## src/rtl/uart_pkg.sv

```systemverilog
// Shared types and helpers for the UART transceiver.
// Latency: n/a (types and elaboration-time functions only).
// Backpressure: n/a.
package uart_pkg;

    typedef enum logic [1:0] {
        NONE = 2'd0,
        EVEN = 2'd1,
        ODD  = 2'd2
    } parity_e;

    typedef enum logic [2:0] {
        TX_IDLE,
        TX_START,
        TX_DATA,
        TX_PARITY,
        TX_STOP
    } tx_state_e;

    typedef enum logic [2:0] {
        RX_IDLE,
        RX_START,
        RX_DATA,
        RX_PARITY,
        RX_STOP,
        RX_WAIT_IDLE
    } rx_state_e;

    // Clocks per baud tick, rounded to nearest; 0 flags an unusable setting.
    function automatic int calc_div(input longint clk_hz, input longint baud, input longint os);
        longint den;
        den = baud * os;
        if (den <= 0) return 0;
        return int'((clk_hz + den / 2) / den);
    endfunction

endpackage

```

## src/rtl/uart_baud_gen.sv

```systemverilog
// Baud tick generator: one-cycle tick every DIV clocks.
// Latency: first tick DIV clocks after reset or restart.
// Backpressure: none; restart realigns the tick phase.
module uart_baud_gen #(
    parameter int DIV = 33
) (
    input  logic clock,
    input  logic reset_n,
    input  logic restart,
    output logic tick
);

    localparam int CW = (DIV > 1) ? $clog2(DIV) : 1;
    localparam logic [CW-1:0] LAST = CW'(DIV - 1);

    logic [CW-1:0] cnt;

    // Free-running modulo-DIV counter, zeroed on restart so a new bit starts on a full period.
    always_ff @(posedge clock) begin
        if (!reset_n || restart) begin
            cnt <= '0;
        end else if (cnt == LAST) begin
            cnt <= '0;
        end else begin
            cnt <= cnt + 1'b1;
        end
    end

    assign tick = (cnt == LAST);

endmodule

```

## src/rtl/uart_xcvr.sv

```systemverilog
// Full-duplex UART transceiver (configurable width/parity/stop bits/oversampling); optional UART_LOOPBACK_EN adds an internal TX->RX loopback port.
// Latency: start bit leaves one clock after the tx handshake; rx_valid rises about 2 clocks after the mid-stop-bit sample.
// Backpressure: tx_ready only in TX idle; a frame completing while rx_valid is held without rx_ready is dropped and sets sticky rx_overrun.
module uart_xcvr
    import uart_pkg::*;
#(
    parameter int CLK_HZ     = 5_000_000,
    parameter int BAUD       = 9600,
    parameter int DATA_BITS  = 8,
    parameter int PARITY     = 0,
    parameter int STOP_BITS  = 1,
    parameter int OVERSAMPLE = 16
) (
    input  logic                 clock,
    input  logic                 reset_n,
`ifdef UART_LOOPBACK_EN
    input  logic                 loopback,
`endif
    input  logic                 rx,
    output logic                 tx,
    input  logic [DATA_BITS-1:0] tx_data,
    input  logic                 tx_valid,
    output logic                 tx_ready,
    output logic [DATA_BITS-1:0] rx_data,
    output logic                 rx_valid,
    input  logic                 rx_ready,
    output logic                 rx_frame_err,
    output logic                 rx_parity_err,
    output logic                 rx_overrun
);

    localparam int DIV = calc_div(CLK_HZ, BAUD, OVERSAMPLE);
    localparam int OSW = $clog2(OVERSAMPLE);
    localparam logic [OSW-1:0] OS_LAST = OSW'(OVERSAMPLE - 1);
    localparam logic [OSW-1:0] OS_HALF = OSW'(OVERSAMPLE / 2 - 1);
    localparam logic [3:0] DB_LAST = 4'(DATA_BITS - 1);
    localparam logic [3:0] SB_LAST = 4'(STOP_BITS - 1);
    localparam bit PAR_EN    = (PARITY != int'(NONE));
    localparam bit PAR_ODD_L = (PARITY == int'(ODD));

    if (DIV < 1) begin : g_bad_div
        $error("uart_xcvr: CLK_HZ/(BAUD*OVERSAMPLE) rounds below 1");
    end
    if (DATA_BITS < 5 || DATA_BITS > 9) begin : g_bad_width
        $error("uart_xcvr: DATA_BITS must be 5..9");
    end
    if (OVERSAMPLE < 4 || (OVERSAMPLE % 2) != 0) begin : g_bad_os
        $error("uart_xcvr: OVERSAMPLE must be even and >= 4");
    end

    // ---------------- TX ----------------
    tx_state_e             tx_state, tx_state_nxt;
    logic [OSW-1:0]        tx_os, tx_os_nxt;
    logic [3:0]            tx_bcnt, tx_bcnt_nxt;
    logic [DATA_BITS-1:0]  tx_sh, tx_sh_nxt;
    logic                  tx_par, tx_par_nxt;
    logic                  tx_line, tx_line_nxt;
    logic                  tx_tick, tx_restart, tx_bit_end;

    uart_baud_gen #(.DIV(DIV)) u_tx_baud (
        .clock   (clock),
        .reset_n (reset_n),
        .restart (tx_restart),
        .tick    (tx_tick)
    );

    assign tx_bit_end = tx_tick && (tx_os == OS_LAST);
    assign tx_ready   = (tx_state == TX_IDLE);

    // TX state and datapath registers; tx_line is registered so the pin never glitches.
    always_ff @(posedge clock) begin
        if (!reset_n) begin
            tx_state <= TX_IDLE;
            tx_os    <= '0;
            tx_bcnt  <= '0;
            tx_sh    <= '0;
            tx_par   <= 1'b0;
            tx_line  <= 1'b1;
        end else begin
            tx_state <= tx_state_nxt;
            tx_os    <= tx_os_nxt;
            tx_bcnt  <= tx_bcnt_nxt;
            tx_sh    <= tx_sh_nxt;
            tx_par   <= tx_par_nxt;
            tx_line  <= tx_line_nxt;
        end
    end

    // TX next state: each bit lasts OVERSAMPLE ticks, baud phase restarted at the handshake.
    always_comb begin
        tx_state_nxt = tx_state;
        tx_os_nxt    = tx_os;
        tx_bcnt_nxt  = tx_bcnt;
        tx_sh_nxt    = tx_sh;
        tx_par_nxt   = tx_par;
        tx_restart   = 1'b0;
        tx_line_nxt  = 1'b1;
        if (tx_tick) begin
            tx_os_nxt = (tx_os == OS_LAST) ? '0 : tx_os + 1'b1;
        end
        case (tx_state)
            TX_IDLE: begin
                if (tx_valid) begin
                    tx_state_nxt = TX_START;
                    tx_sh_nxt    = tx_data;
                    tx_par_nxt   = (^tx_data) ^ PAR_ODD_L;
                    tx_os_nxt    = '0;
                    tx_bcnt_nxt  = '0;
                    tx_restart   = 1'b1;
                end
            end
            TX_START: begin
                if (tx_bit_end) begin
                    tx_state_nxt = TX_DATA;
                    tx_bcnt_nxt  = '0;
                end
            end
            TX_DATA: begin
                if (tx_bit_end) begin
                    tx_sh_nxt = tx_sh >> 1;
                    if (tx_bcnt == DB_LAST) begin
                        tx_bcnt_nxt  = '0;
                        tx_state_nxt = PAR_EN ? TX_PARITY : TX_STOP;
                    end else begin
                        tx_bcnt_nxt = tx_bcnt + 1'b1;
                    end
                end
            end
            TX_PARITY: begin
                if (tx_bit_end) begin
                    tx_state_nxt = TX_STOP;
                    tx_bcnt_nxt  = '0;
                end
            end
            TX_STOP: begin
                if (tx_bit_end) begin
                    if (tx_bcnt == SB_LAST) begin
                        tx_state_nxt = TX_IDLE;
                        tx_bcnt_nxt  = '0;
                    end else begin
                        tx_bcnt_nxt = tx_bcnt + 1'b1;
                    end
                end
            end
            default: tx_state_nxt = TX_IDLE;
        endcase
        case (tx_state_nxt)
            TX_START:  tx_line_nxt = 1'b0;
            TX_DATA:   tx_line_nxt = tx_sh_nxt[0];
            TX_PARITY: tx_line_nxt = tx_par_nxt;
            default:   tx_line_nxt = 1'b1;
        endcase
    end

    // ---------------- RX ----------------
    rx_state_e             rx_state, rx_state_nxt;
    logic [OSW-1:0]        rx_os, rx_os_nxt;
    logic [3:0]            rx_bcnt, rx_bcnt_nxt;
    logic [DATA_BITS-1:0]  rx_sh, rx_sh_nxt;
    logic                  rx_parbit, rx_parbit_nxt;
    logic                  rx_s1, rx_s2, rx_src;
    logic                  rx_tick, rx_restart, rx_bit_end, rx_done, rx_perr_new;

`ifdef UART_LOOPBACK_EN
    logic lb_q;

    // Loopback selection only changes while both directions are idle, so no frame is cut.
    always_ff @(posedge clock) begin
        if (!reset_n) begin
            lb_q <= 1'b0;
        end else if (tx_state == TX_IDLE && rx_state == RX_IDLE) begin
            lb_q <= loopback;
        end
    end

    assign rx_src = lb_q ? tx_line : rx;
    assign tx     = lb_q ? 1'b1 : tx_line;
`else
    assign rx_src = rx;
    assign tx     = tx_line;
`endif

    // Two-flop synchroniser; resets to the idle-high line level.
    always_ff @(posedge clock) begin
        if (!reset_n) begin
            rx_s1 <= 1'b1;
            rx_s2 <= 1'b1;
        end else begin
            rx_s1 <= rx_src;
            rx_s2 <= rx_s1;
        end
    end

    uart_baud_gen #(.DIV(DIV)) u_rx_baud (
        .clock   (clock),
        .reset_n (reset_n),
        .restart (rx_restart),
        .tick    (rx_tick)
    );

    assign rx_bit_end  = rx_tick && (rx_os == OS_LAST);
    assign rx_perr_new = PAR_EN && (((^rx_sh) ^ rx_parbit) != PAR_ODD_L);

    // RX state and shift registers.
    always_ff @(posedge clock) begin
        if (!reset_n) begin
            rx_state  <= RX_IDLE;
            rx_os     <= '0;
            rx_bcnt   <= '0;
            rx_sh     <= '0;
            rx_parbit <= 1'b0;
        end else begin
            rx_state  <= rx_state_nxt;
            rx_os     <= rx_os_nxt;
            rx_bcnt   <= rx_bcnt_nxt;
            rx_sh     <= rx_sh_nxt;
            rx_parbit <= rx_parbit_nxt;
        end
    end

    // RX next state: start edge realigns the baud phase, then every sample lands mid-bit.
    always_comb begin
        rx_state_nxt  = rx_state;
        rx_os_nxt     = rx_os;
        rx_bcnt_nxt   = rx_bcnt;
        rx_sh_nxt     = rx_sh;
        rx_parbit_nxt = rx_parbit;
        rx_restart    = 1'b0;
        rx_done       = 1'b0;
        if (rx_tick) begin
            rx_os_nxt = (rx_os == OS_LAST) ? '0 : rx_os + 1'b1;
        end
        case (rx_state)
            RX_IDLE: begin
                if (!rx_s2) begin
                    rx_state_nxt = RX_START;
                    rx_os_nxt    = '0;
                    rx_restart   = 1'b1;
                end
            end
            RX_START: begin
                if (rx_tick && rx_os == OS_HALF) begin
                    rx_os_nxt = '0;
                    if (rx_s2) begin
                        rx_state_nxt = RX_IDLE;
                    end else begin
                        rx_state_nxt = RX_DATA;
                        rx_bcnt_nxt  = '0;
                    end
                end
            end
            RX_DATA: begin
                if (rx_bit_end) begin
                    rx_sh_nxt = {rx_s2, rx_sh[DATA_BITS-1:1]};
                    if (rx_bcnt == DB_LAST) begin
                        rx_bcnt_nxt  = '0;
                        rx_state_nxt = PAR_EN ? RX_PARITY : RX_STOP;
                    end else begin
                        rx_bcnt_nxt = rx_bcnt + 1'b1;
                    end
                end
            end
            RX_PARITY: begin
                if (rx_bit_end) begin
                    rx_parbit_nxt = rx_s2;
                    rx_state_nxt  = RX_STOP;
                end
            end
            RX_STOP: begin
                if (rx_bit_end) begin
                    rx_done      = 1'b1;
                    rx_state_nxt = rx_s2 ? RX_IDLE : RX_WAIT_IDLE;
                end
            end
            RX_WAIT_IDLE: begin
                if (rx_s2) rx_state_nxt = RX_IDLE;
            end
            default: rx_state_nxt = RX_IDLE;
        endcase
    end

    // Output holding register: new frame loads if the slot is free or being drained this cycle.
    always_ff @(posedge clock) begin
        if (!reset_n) begin
            rx_valid      <= 1'b0;
            rx_data       <= '0;
            rx_frame_err  <= 1'b0;
            rx_parity_err <= 1'b0;
            rx_overrun    <= 1'b0;
        end else begin
            if (rx_done && (!rx_valid || rx_ready)) begin
                rx_valid      <= 1'b1;
                rx_data       <= rx_sh;
                rx_frame_err  <= !rx_s2;
                rx_parity_err <= rx_perr_new;
            end else if (rx_valid && rx_ready) begin
                rx_valid <= 1'b0;
            end
            if (rx_valid && rx_ready) begin
                rx_overrun <= 1'b0;
            end else if (rx_done && rx_valid) begin
                rx_overrun <= 1'b1;
            end
        end
    end

endmodule
```

## config.mk

```make
export PLATFORM = sky130hd
export DESIGN_NAME = uart_xcvr
export DESIGN_NICKNAME = d
export VERILOG_FILES = /design/src/rtl/uart_pkg.sv /design/src/rtl/uart_baud_gen.sv /design/src/rtl/uart_xcvr.sv
export SDC_FILE = /design/constraint.sdc
export NUM_CORES = 1
export LEC_CHECK = 0
export BUFFER_PORTS_ARGS = -buffer_cell sky130_fd_sc_hd__buf_2
export CORE_MARGIN = 4
export CORE_UTILIZATION = 35
export CTS_BUF_LIST = sky130_fd_sc_hd__clkbuf_4
export DETAILED_ROUTE_END_ITERATION = 6
export GPL_TIMING_DRIVEN = 0
export PLACE_DENSITY = 0.56
export SYNTH_ARGS = -nofsm -noshare
export SYNTH_HDL_FRONTEND = slang
export SYNTH_SLANG_ARGS = --single-unit
```

## constraint.sdc

```tcl
create_clock -name clock -period 4.6 [get_ports clock]
set_input_delay 0.46 -clock clock [delete_from_list [all_inputs] [get_ports clock]]
set_output_delay 0.46 -clock clock [all_outputs]
set_load 0.01 [all_outputs]
```

# Word level (Yosys, flattened, before mapping)
# Cells that the tools add are included.
# word_totals
elab_cells,139
regBits,65
# op_classes
add_sub_neg,6
eq_ne,31
n_reduce_logical,29
bitwise_logic,1
muxes,53
# op_table
op,count
4-bit 2-to-1 mux,18
3-bit 2-to-1 mux,15
"2-bit != test, second input constant",11
"3-bit by 2-bit equality test with 1-bit output, second input constant",6
3-bit case mux with 6 select lines,1
"4-bit by 1-bit adder with 4-bit output, second input constant",4
8-bit 2-to-1 mux,2
4-bit case mux with 2 select lines,2
4-bit case mux with 4 select lines,1
8-bit case mux with 2 select lines,1
3-bit case mux with 5 select lines,1
"6-bit by 1-bit adder with 6-bit output, second input constant",2
"4-bit by 3-bit equality test with 1-bit output, second input constant",3
"6-bit equality test, second input constant",2
1-bit 2-to-1 mux,10
"3-bit by 1-bit equality test with 1-bit output, second input constant",3
"3-bit equality test, second input constant",3
"4-bit equality test, second input constant",2
2-bit OR reduction,4
8-bit XOR reduction,1
7-bit AND reduction,1
1-bit logical AND,6
3-bit zero test,2
2-bit nonzero test,3
12 further kinds,16

# Depth between registers and ports, before layout
# depth
ltp_word,6
depth_mapped,8
mapped_depth_nobuf,7

# By module
# From an unflattened synthesis, not the netlist that was laid out.
# unflattened
cells_unflattened,328
hier_area_um2,2986.6
# by_module_without_submodules
module,seq_area_each_um2,area_each_um2,cells_per_inst,n_inst
uart_xcvr,1061.0,2453.6,270,1
uart_baud_gen,120.1,266.5,29,2

# Least setup slack after synthesis
# OpenSTA, ideal clock, no wires.
# synth_path
path_kind,register to register
from,register u_tx_baud.cnt[4]
to,"register tx_line, in the netlist tx"
setup_slack_ps,2503
setup_time_ps,120
path_stages_with_launch,6
arrival_ps,1978
required_time_ps,4480
path_cell_list,dfxtp_1 -> or4b_4 -> nor4_4 -> nor3b_1 -> a221o_1 -> o31a_1
# synth_between
elab_chain_len,6
word_cells_on_any_way,13
# synth_lines
element,line,rtl
from (decl),uart_baud_gen.sv:16,logic [CW-1:0] cnt;
from (signal assigned),uart_baud_gen.sv:25,cnt <= cnt + 1'b1;
6-bit equality test *,uart_baud_gen.sv:29,assign tick = (cnt == LAST);
1-bit logical AND *,uart_xcvr.sv:67,assign tx_bit_end = tx_tick && (tx_os == OS_LAST);
3-bit 2-to-1 mux (on tied branches),n/a,
3-bit case mux with 5 select lines,uart_xcvr.sv:101,case (tx_state)
3-bit by 2-bit equality test with 1-bit output / 3-bit by 1-bit equality test with 1-bit output (equally long branches),uart_xcvr.sv:147,case (tx_state_nxt)
1-bit case mux with 3 select lines *,uart_xcvr.sv:147,
to (signal assigned),uart_xcvr.sv:85,tx_line <= tx_line_nxt;
to (decl),uart_xcvr.sv:57,"logic tx_line, tx_line_nxt;"
# Every way passes the cells marked *; elsewhere a longest branch is shown, timed or not. The select of a mux whose other input is x is not followed.
# A chain may end at the register's enable or synchronous reset.

# Final worst setup path
# Ends and elaborated chain as after synthesis.

==> results.yml <==
worst_hold_path:
  hold_worst_path_end: "rx_s1"
  hold_path.startpoint: "rx"
  min_path_type: "in -> reg"
  hold-path-cell-count: 2
finish:
  finalNetCount: 399
  antenna_cells_inserted: 0
  drive_above_1_share: 0.152
  layout_common_cells: "sky130_fd_sc_hd__dfxtp_1 (65), sky130_fd_sc_hd__nand2_1 (29), sky130_fd_sc_hd__buf_2 (27)"
  final.fill_count: 907
  final-seq-area_um2: 1300
  flow.area_growth_from_synthesis_pct: 13.3
  finalCoreUtilization: 0.404
  multi_input_area_um2: 1690
  final_common_cell: "sky130_fd_sc_hd__dfxtp_1"
sta:
  setup_violations: 0
  final_hold_viol_count: 0
  totalNegativeSetupSlack_ns: 0
  period_minus_slack_ns: 2.34
  timing.final.max_slew_violations: 0
  finalClockSkew_ns: 0.0126
  slew_headroom: 0.478
  setup_slack_ns: 2.26
  rsz_0062_raised_after_global_routing: "no"
  max_clock_freq_mhz: 428
  layout_worst_path_cycle_share: 0.508
  timing_worst_slew_pin_value_ns: 0.780
global_route:
  largest_net_degree_at_the_start_of_global_routing: 15
  grt_first_pass_wirelength_mm: 10.6
  grt_usage: 0.125
  grt_antenna_before_repair: 0
  first_global_vias: 2363
  gr-total-overflow: 0
synth:
  seq_area_frac_synth: 0.420
  ys.flop_type: "sky130_fd_sc_hd__dfxtp_1"
  synthArstFlopShare: 0
  postSynthAreaPerCell_um2: 9.08
  synth_cells: 341
  mappedNetlistArea_um2: 3100
  ys_warn_count: 0
  postSynthNetCount: 363
  unique_cell_type_count_in_the_yosys_netlist: 51
  synth_enable_flop_cells: 0
  synth_seq_cells: 65
floorplan:
  floorplan.die.height_um: 102
  rows: 34
  chip_width_um: 102
  core_area_um2: 8680
  effective_utilization_at_floorplan: 0.357
  floorplan.die_area_um2: 10400
  ios: 27
power:
  power.leakage_uw: 0.00135
  peakVddDrop_mv: 0.139
  power_uw: 1200
  power.density_cell_area_nw_per_um2: 343
outcome:
  status: "complete, no violations"
routing:
  ant_nets: 0
  dr_total_vias: 2427
  wl_met1_mm: 2.93
  wl_met2_mm: 2.79
  total_iterations_of_the_first_detailed_routing_run: 4
  drcViolationCount: 0
  route.detailed.vias_per_inst: 4.95
  top_layer_reached_by_signal_wires: "met4"
  dr.first_iter.drc_count: 107
  met3RoutedLength_um: 148
  detail_route.wl_per_cell_um: 12.2
  wl_mm: 5.99
clock_network:
  cts_buffers: 9
  htree_num_levels: 3
  post-cts-setup-buffer-count: 0
  tritoncts_clock_tree: "yes"
  cts-hold-fix-buffers: 0
  cts.path.max_buffers: 2
  clkSlewWorstSetupHoldPaths_ns: 0.13
  clk-insertion-delay-late_ns: 0.40
  cts.sink_count: 65
  cts_resized: 0
  cts_root_buffer_type: "sky130_fd_sc_hd__clkbuf_4"
critical_path:
  critPathMaxFanout: 10
  regToRegSetupSlack_ns: 2.26
  critPathSlowestCell: "sky130_fd_sc_hd__or4b_4"
  worst-r2r-cell-count: 5
  cp_data_required_time_ns: 4.91
  worst-endpoint-arrival_ns: 2.64
  reg2reg_from: "u_tx_baud.cnt[4]"
  critical_path_class: "reg -> reg"
  critical_path.top_delay_family: "simple AND/OR/NAND/NOR gates"
  crit_path_start: "u_tx_baud.cnt[4]"
  timing.rr.end: "tx"
  critPathBufInv: 0
  critical_path.max_stage_delay_ns: 0.59
  timing.critical_path.to_type: "flip-flop"
  worstPathCellList: "or4b_4 -> nor4_4 -> nor3b_1 -> a221o_1 -> o31a_1"
  worst_setup_sp_type: "flip-flop"
placement:
  port_buffers: 25
  gp_congestion: 0.772
  post-dp-hpwl_mm: 4.40
  placement.setup.worst_slack_ns: 2.25
flow_run:
  cap_violations: 0
[per-layer routing]
metal  vias up  GRT usage
met1      1124      0.162
met3        11     0.0232
met2        26      0.200
met5         -          0
met4         0     0.0636
li1       1266          -
[area by class of cell]
| cell class | instances | share of cell area |
|---|---|---|
| multi-input cells | 250 | 0.482 |
| flip-flops and latches | 65 | 0.371 |
| well taps | 108 | 0.0385 |
| repair buffers | 25 | 0.0357 |
| clock inverters | 7 | 0.0235 |
| clock buffers | 9 | 0.0193 |
| plain buffers | 14 | 0.0168 |
| inverters | 12 | 0.0128 |
[per-stage QoR]
step,hold WS (ns),cell area (um^2),cells
2_1_floorplan,0.386,3100,341
4_1_cts,0.217,3510,490
3_3_place_gp,0.390,3360,474
3_5_place_dp,0.391,3360,474
6_report,0.243,3510,490
5_1_grt,0.232,3510,490
[how the worst max path moves through the flow]
stage | slack, ns | cells past startpoint | endpoint
6_report | 2.26 | 5 | tx
5_1_grt | 2.06 | 8 | rx_sh[6]
4_1_cts | 2.23 | 5 | tx
3_5_place_dp | 2.25 | 5 | tx
3_3_place_gp | 2.25 | 8 | rx_sh[5]
2_1_floorplan | 2.50 | 5 | tx
[flip-flops by register name, summed over array words and instances, names as in the netlist, 3 cells and up]
name           cells
rx_bcnt            4
rx_data            8
rx_os              4
rx_sh              8
rx_state           3
tx_bcnt            4
tx_os              4
tx_sh              8
tx_state           3
u_rx_baud.cnt      6
u_tx_baud.cnt      6
[cells by family (layout without fill, tap and decap cells)]
| family | count (synthesis) | count (layout) | synth area share |
|---|---|---|---|
| buffers and inverters | 26 | 67 | 0.0335 |
| multiplexers | 18 | 18 | 0.0582 |
| other | 1 | 1 | 0.00121 |
| adder cells (fa/ha/maj) | 9 | 9 | 0.0364 |
| AND/OR/NAND/NOR | 141 | 141 | 0.259 |
| flip-flops | 65 | 65 | 0.420 |
| AO/OA/AOI/OAI | 64 | 64 | 0.143 |
| XOR/XNOR | 17 | 17 | 0.0481 |
[cell usage after synthesis (all sizes together), types with 4 or more instances]
master / count / area [um^2]
mux2i: 18 / 180
a21boi: 16 / 120
clkbuf: 11 / 41.3
nand3: 14 / 70.1
xor2: 5 / 43.8
xnor2: 12 / 105
and3: 4 / 25.0
nor3b: 5 / 37.5
nor2b: 20 / 125
ha: 9 / 113
inv: 12 / 45.0
or3: 6 / 37.5
nand2: 29 / 109
nor3: 7 / 46.3
nand2b: 7 / 43.8
nor2: 26 / 97.6
a21oi: 14 / 73.8
dfxtp: 65 / 1300
o21ai: 9 / 45.0
or3b: 6 / 52.6
a22oi: 7 / 52.6
[power breakdown]
part	total (uW)	switching, uW	internal [uW]	leakage, uW
Clock	410	236	175	0.0000755
Combinational	197	115	82.4	0.000748
Sequential	596	11.0	585	0.000527
Total	1200	361	842	0.00135
(Power assumes the default switching activity.)
